===== config.mk =====
export PLATFORM = sky130hd
export DESIGN_NAME = fsm_job_arbiter
export DESIGN_NICKNAME = d
export VERILOG_FILES = /design/src/rtl/fsm_job_arbiter.sv
export SDC_FILE = /design/constraint.sdc
export NUM_CORES = 1
export LEC_CHECK = 0
export BUFFER_PORTS_ARGS = -buffer_cell sky130_fd_sc_hd__buf_2
export CELL_PAD_IN_SITES_DETAIL_PLACEMENT = 0
export CELL_PAD_IN_SITES_GLOBAL_PLACEMENT = 1
export CORE_MARGIN = 5
export CORE_UTILIZATION = 33
export CTS_CLUSTER_SIZE = 8
export DETAILED_ROUTE_END_ITERATION = 16
export PLACE_DENSITY = 0.77
export SYNTH_ARGS = -nofsm -noshare
export SYNTH_HDL_FRONTEND = slang
export SYNTH_SLANG_ARGS = --single-unit

===== constraint.sdc =====
create_clock -name clk_i -period 1.9 [get_ports clk_i]
set_input_delay 0.19 -clock clk_i [delete_from_list [all_inputs] [get_ports clk_i]]
set_output_delay 0.19 -clock clk_i [all_outputs]
set_load 0.1 [all_outputs]

===== src/rtl/fsm_job_arbiter.sv =====
// Round-robin sharing of one FSM sequencing unit between two requesters:
// grant, one-cycle restart kick, sensor steering, finish/timeout reporting.
module fsm_job_arbiter #(
    parameter int TIMEOUT = 200,
    parameter int TW      = 8
) (
    input  logic       clk_i,
    input  logic       rst_ni,
    input  logic [1:0] req_i,
    input  logic [1:0] req_ls_i,
    input  logic [1:0] req_rs_i,
    output logic [1:0] gnt_o,
    output logic [1:0] done_o,
    output logic [1:0] tout_o,
    output logic [7:0] stop_cnt_o,
    output logic       fsm_rst_o,
    output logic       fsm_en_o,
    output logic       fsm_ls_o,
    output logic       fsm_rs_o,
    input  logic       fsm_stop_i,
    input  logic       fsm_busy_i,
    input  logic       fsm_finish_i,
    output logic [1:0] state_o
);

    typedef enum logic [1:0] {
        IDLE = 2'd0,
        KICK = 2'd1,
        RUN  = 2'd2,
        DONE = 2'd3
    } state_t;

    localparam logic [TW-1:0] TIMEOUT_C = TW'(TIMEOUT);

    // Handshake: req_i is a level held by the requester until it sees its
    // done_o/tout_o pulse; dropping req_i of the granted side during RUN aborts.
    state_t        state_q, state_d;
    logic          w_q, w_d;
    logic          last_q, last_d;
    logic [1:0]    gnt_q, gnt_d;
    logic [1:0]    done_q, done_d;
    logic [1:0]    tout_q, tout_d;
    logic [7:0]    stop_q, stop_d;
    logic [TW-1:0] timer_q, timer_d;
    logic          fsm_rst_q, fsm_rst_d;
    logic          pick;
    logic          unused_busy;

    assign unused_busy = fsm_busy_i;

    // With both requesting, the side that was not served last wins.
    assign pick = (req_i == 2'b11) ? ~last_q : req_i[1];

    always_ff @(posedge clk_i or negedge rst_ni) begin
        if (!rst_ni) begin
            state_q   <= IDLE;
            w_q       <= 1'b0;
            last_q    <= 1'b1;
            gnt_q     <= 2'b00;
            done_q    <= 2'b00;
            tout_q    <= 2'b00;
            stop_q    <= 8'd0;
            timer_q   <= '0;
            fsm_rst_q <= 1'b1;
        end else begin
            state_q   <= state_d;
            w_q       <= w_d;
            last_q    <= last_d;
            gnt_q     <= gnt_d;
            done_q    <= done_d;
            tout_q    <= tout_d;
            stop_q    <= stop_d;
            timer_q   <= timer_d;
            fsm_rst_q <= fsm_rst_d;
        end
    end

    always_comb begin
        state_d   = state_q;
        w_d       = w_q;
        last_d    = last_q;
        gnt_d     = gnt_q;
        done_d    = 2'b00;
        tout_d    = 2'b00;
        stop_d    = stop_q;
        timer_d   = timer_q;
        fsm_rst_d = 1'b0;
        case (state_q)
            IDLE: begin
                if (req_i != 2'b00) begin
                    w_d       = pick;
                    gnt_d     = pick ? 2'b10 : 2'b01;
                    fsm_rst_d = 1'b1;
                    state_d   = KICK;
                end
            end
            KICK: begin
                timer_d = '0;
                stop_d  = 8'd0;
                state_d = RUN;
            end
            RUN: begin
                timer_d = timer_q + 1'b1;
                if (fsm_stop_i && (stop_q != 8'hFF)) begin
                    stop_d = stop_q + 8'd1;
                end
                // Finish beats abort, abort beats timeout.
                if (fsm_finish_i) begin
                    done_d[w_q] = 1'b1;
                    state_d     = DONE;
                end else if (!req_i[w_q]) begin
                    gnt_d   = 2'b00;
                    last_d  = w_q;
                    state_d = IDLE;
                end else if (timer_q == TIMEOUT_C) begin
                    tout_d[w_q] = 1'b1;
                    state_d     = DONE;
                end
            end
            DONE: begin
                last_d  = w_q;
                gnt_d   = 2'b00;
                state_d = IDLE;
            end
            default: state_d = IDLE;
        endcase
    end

    assign gnt_o      = gnt_q;
    assign done_o     = done_q;
    assign tout_o     = tout_q;
    assign stop_cnt_o = stop_q;
    assign fsm_rst_o  = fsm_rst_q;
    assign fsm_en_o   = (state_q == RUN);
    assign fsm_ls_o   = (state_q == RUN) & req_ls_i[w_q];
    assign fsm_rs_o   = (state_q == RUN) & req_rs_i[w_q];
    assign state_o    = state_q;

endmodule


# Yosys cells after proc, flatten, opt, wreduce, memory -nomap -nowiden
# Cells that the tools add are included.
dict set report word_totals {
  register_bits 27
  wordCells 72
}
dict set report classes {
  n_addsub 2
  magnitude_cmp 2
  eq_ne 11
  n_mux 33
  bitwise 3
  n_reduce_logical 12
}
# op count
set ops {}
lappend ops {{$pmux W8 S2} 2}
lappend ops {{$mux W2} 14}
lappend ops {{$add A8 B1 Y8 const B} 2}
lappend ops {{$mux W1} 12}
lappend ops {{$eq A8 B8 Y1 const B} 1}
lappend ops {{$mux W8} 1}
lappend ops {{$ne A8 B8 Y1 const B} 1}
lappend ops {{$pmux W2 S4} 1}
lappend ops {{$eq A2 B2 Y1 const B} 3}
lappend ops {{$ne A2 B2 Y1 const B} 3}
lappend ops {{$pmux W2 S3} 1}
lappend ops {{$reduce_and A2 Y1} 3}
lappend ops {{$reduce_bool A2 Y1} 3}
lappend ops {{$ne A4 B3 Y1 const B} 1}
lappend ops {{$reduce_and A4 Y1} 1}
lappend ops {{$reduce_and A3 Y1} 1}
lappend ops {{$reduce_bool A3 Y1} 1}
lappend ops {{$and A1 B1 Y1} 2}
lappend ops {{$eq A2 B1 Y1 const B} 1}
lappend ops {{$logic_and A1 B1 Y1} 2}
lappend ops {{$logic_not A2 Y1} 1}
lappend ops {{$lt A1 B2 Y1 const B} 1}
lappend ops {{$ne A2 B1 Y1 const B} 1}
lappend ops {{$pmux W1 S2} 1}
lappend ops {{other kinds (3)} 3}

# Longest topological paths before layout
dict set report logic_depth {
  word_depth 8
  ltp_mapped 6
  ltp_nobuf 6
}

# Worst setup path before layout
# No wires, ideal clock.
dict set report synth_path {
  path_type {reg-to-output}
  from {register state_q[1] (netlist: state_o[1])}
  to {output fsm_ls_o}
  arrival_time_ps 3595
  required_time_ps 1710
  setup_slack_ps -1885
  path_stages_with_launch 4
  n_path_buf 0
  cell_sequence {dfrtp_1 > ha_1 > inv_1 > nor2_1}
}
dict set report synth_via {
  elab_chain_cells 2
}
# element line
set synth_lines {}
lappend synth_lines {{start, declared} 37} ;# state_t state_q, state_d;
lappend synth_lines {{start signal, assigned} 66} ;# state_q <= state_d;
lappend synth_lines {{$eq A2 B2 Y1} -}
lappend synth_lines {{named net fsm_en_o} 17} ;# output logic fsm_en_o,
lappend synth_lines {{$and A1 B1 Y1} 135} ;# assign fsm_ls_o = (state_q == RUN) & req_ls_i[w_q];
lappend synth_lines {{end, declared} 18} ;# output logic fsm_ls_o,
# The timed path passes the listed nets, and every way through them passes these cells.

# Final worst setup path
dict set report layout_path {
  from {register state_q[0] (netlist: state_o[0])}
  to {register stop_q[7] (netlist: stop_cnt_o[7])}
}
dict set report layout_via {
  elab_chain_cells 3
  elab_cells_between_ends 6
}
# element line
set layout_lines {}
lappend layout_lines {{$eq A2 B2 Y1 or $eq A2 B1 Y1 (tied branches)} 88} ;# case (state_q)
lappend layout_lines {{$ne A2 B1 Y1 (no line) or $reduce_bool A2 Y1 (tied branches)} -}
lappend layout_lines {{$reduce_and A2 Y1 (no line)} -}
lappend layout_lines {{end signal, assigned} 72} ;# stop_q <= stop_d;
lappend layout_lines {{end, declared} 43} ;# logic [7:0] stop_q, stop_d;
# Several ways; a longest one is shown, not always the timed one.
# A chain may end at the register's enable or synchronous reset.

==> flow_summary.toml <==
[placed_design]
dpl_cell_area_um2 = 1720
pre_cts_slack_ns = 0.114
gp_congestion = 0.820
dp_hpwl_um = 2470
port_buffers = 29
dp_cells = 224

[die]
dieArea_um2 = 5760
start_util_pct = 33.4
die_h_um = 75.9
die_x_um = 75.9
core-area_um2 = 4290
pin_count = 31
placementRows = 24

[critical_path]
path_cells = "inv_4, ha_4, buf_4, and2_1, nand4_1, o311ai_2, o31ai_1"
cp_num_buf_inv = 2
worst-setup-path-type = "flop to flop"
arrival_ns = 1.95
cp_max_fo = 5
cp-end-kind = "flop"
cp_slowest_cell = "dfrtp_4"
max_stage_delay_ns = 0.52
required_ns = 2.05
startpoint_type = "flop"
path_delay_family = "flip-flops"

[logic_synthesis]
synth_compound_area_share_pct = 13.1
async_reset_ff_share_pct = 100
synth_top_family_by_area = "simple AND/OR/NAND/NOR gates"
synth_xor_area_share_pct = 3.05
synth_cell_types = 40
synthMuxAreaShare_pct = 5.15
ys.warnings.count = 0
avgSynthCellArea_um2 = 9.96
postSynthCellCount = 144
synth_flop_cell = "dfrtp_1"
syn_nets = 163
synth_area_um2 = 1430
synth-simple-area-share_pct = 21.2
synth_edf_count = 0
yosys_register_bits = 27
synth_adder_area_share_pct = 6.98
ys_seq_area_share_pct = 47.3

[route]
drc_errors = 0
vias = 1184
drt_first_pass_iters = 4
post_drt_via_cell_ratio = 5.08
postRouteAntennaNets = 0
drt-total-wl_um = 3230
first_iter_violations = 36
wl_per_cell_um = 13.9

[global_route]
grt_first_pass_wirelength_um = 5580
grt_max_degree = 28
grtUsageTotal_pct = 11.5
grt_pass1_vias = 1260
antenna_found_initial = 0
gr-total-overflow = 0

[sta]
setup_ws_ns = 0.0967
relSlewSlack_pct = 58.6
fin_crit_ns = 1.80
setup-violations-final = 0
fmax_ghz = 0.555
final_max_slew_viol_count = 0
fin_worst_skew_ns = 0.00203
finalCritPeriodShare_pct = 94.9
hold_ws_ns = 0.214
worstMarginPinSlew_ns = 0.621
hold_viol = 0

[power]
pwr_density_cell_nw_per_um2 = 1550
vdd_drop_max_mv = 0.617
leakagePower_nw = 0.853

[layout]
multiInputGateArea_um2 = 744
fin_area_um2 = 1810
antenna_cells = 0
layout_commonest_cell = "buf_2"
nets = 201
seqCellArea_um2 = 688
fin_cells = 233
final_cell_mix = "buf_2, dfrtp_1, nand2_1"
drive_above_1_share_pct = 32.6
fin_util_pct = 42.1
area_delta_synth_final_pct = 26.2
fill_cells = 426

[min_path]
hp-class = "input port to flop"

[run]
max-cap-violations = 0

[clock_network]
clk_pin_slew_ns = 0.09
cts.sinks = 27
cts_htree_levels = 1
numCtsBuffers = 3
clockBufferDepth = 2
clockRootBuffer = "clkbuf_8"
clk_latency_ns = 0.27
cts_tree = "yes"

[status]
status = "completed"
## synth_stat cells (all sizes together) (3+ instances only)
cell / instances / area (um2)
dfrtp: 25 / 626
nand2: 12 / 45.0
nand3: 11 / 55.1
nor2: 11 / 41.3
o21ai: 10 / 50.1
inv: 9 / 33.8
ha: 8 / 100
and3: 4 / 25.0
mux2i: 4 / 40.0
nand4: 4 / 25.0
nor3: 4 / 20.0
xor2: 4 / 35.0
mux2: 3 / 33.8
o211ai: 3 / 27.5
o22ai: 3 / 18.8
## timing repair
item / 4_1_cts / 5_1_grt
hold buffers: 1 / 0
setup endpoints to repair: 2 / 1
endpoints found under the hold margin: 25 / 0
pin swaps: 0 / 1
buffers inserted: 3 / 1
gates resized for setup: 0 / 1
## area by class of cell
class / count / share of cell area, %
clock buffers: 4 / 2.49
inverters: 9 / 2.01
multi-input cells: 105 / 41.1
flip-flops and latches: 27 / 38.0
well taps: 52 / 3.60
repair buffers: 36 / 12.7
## where the power goes
part / switching (mW) / internal (mW)
Combinational: 1.19 / 0.455
Clock: 0.174 / 0.150
Sequential: 0.122 / 0.717
Total: 1.49 / 1.32
## worst register-to-register path: cells and delay by family (launching register included)
family                   cells  cell delay, ns
AO/OA/AOI/OAI                2            0.40
adder cells (fa/ha/maj)      1            0.16
buffers and inverters        2            0.22
AND/OR/NAND/NOR              2            0.37
flip-flops                   1            0.52
## stage by stage
stage                     TNS (ns)  power [mW]
after floorplan             -0.623        2.13
after global placement           0        2.44
after detailed placement         0        2.47
after CTS                        0        2.84
after global routing       -0.0105        2.98
final                            0        2.81
## state kept, by name, summed over array words and instances, names as in the netlist
signal / cells
done_o: 2
fsm_rst_o: 1
gnt_o: 2
last_q: 1
state_o: 2
stop_cnt_o: 8
timer_q: 8
tout_o: 2
w_q: 1
## final timing paths
check / startpoint / to / slack (ns) / cells past startpoint
worst min-delay path: req_i[0] / tout_o[0] / 0.21 / 3
min in group asynchronous: rst_ni / timer_q[4] / 0.46 / 2
worst min register to register: gnt_o[1] / gnt_o[1] / 0.52 / 1
worst max register to register: state_o[0] / stop_cnt_o[7] / 0.1 / 7
max in group asynchronous: rst_ni / state_o[1] / 0.98 / 2
worst max-delay path: state_o[0] / stop_cnt_o[7] / 0.1 / 7
## logic make-up after synthesis
family / Yosys count
buffers and inverters: 12
flip-flops: 27
adder cells (fa/ha/maj): 8
AO/OA/AOI/OAI: 27
multiplexers: 7
XOR/XNOR: 5
AND/OR/NAND/NOR: 58
## layer usage
metal	wire length [um]	share of wire, %	global-route usage (%)	vias up
met4	18	0.56	4.09	0
met5	0	0	0	-
li1	-	-	-	588
met3	96	3.0	2.49	2
met2	1630	50	19.9	18
met1	1490	46	14.0	576
Power figures use the tool's default switching activity.
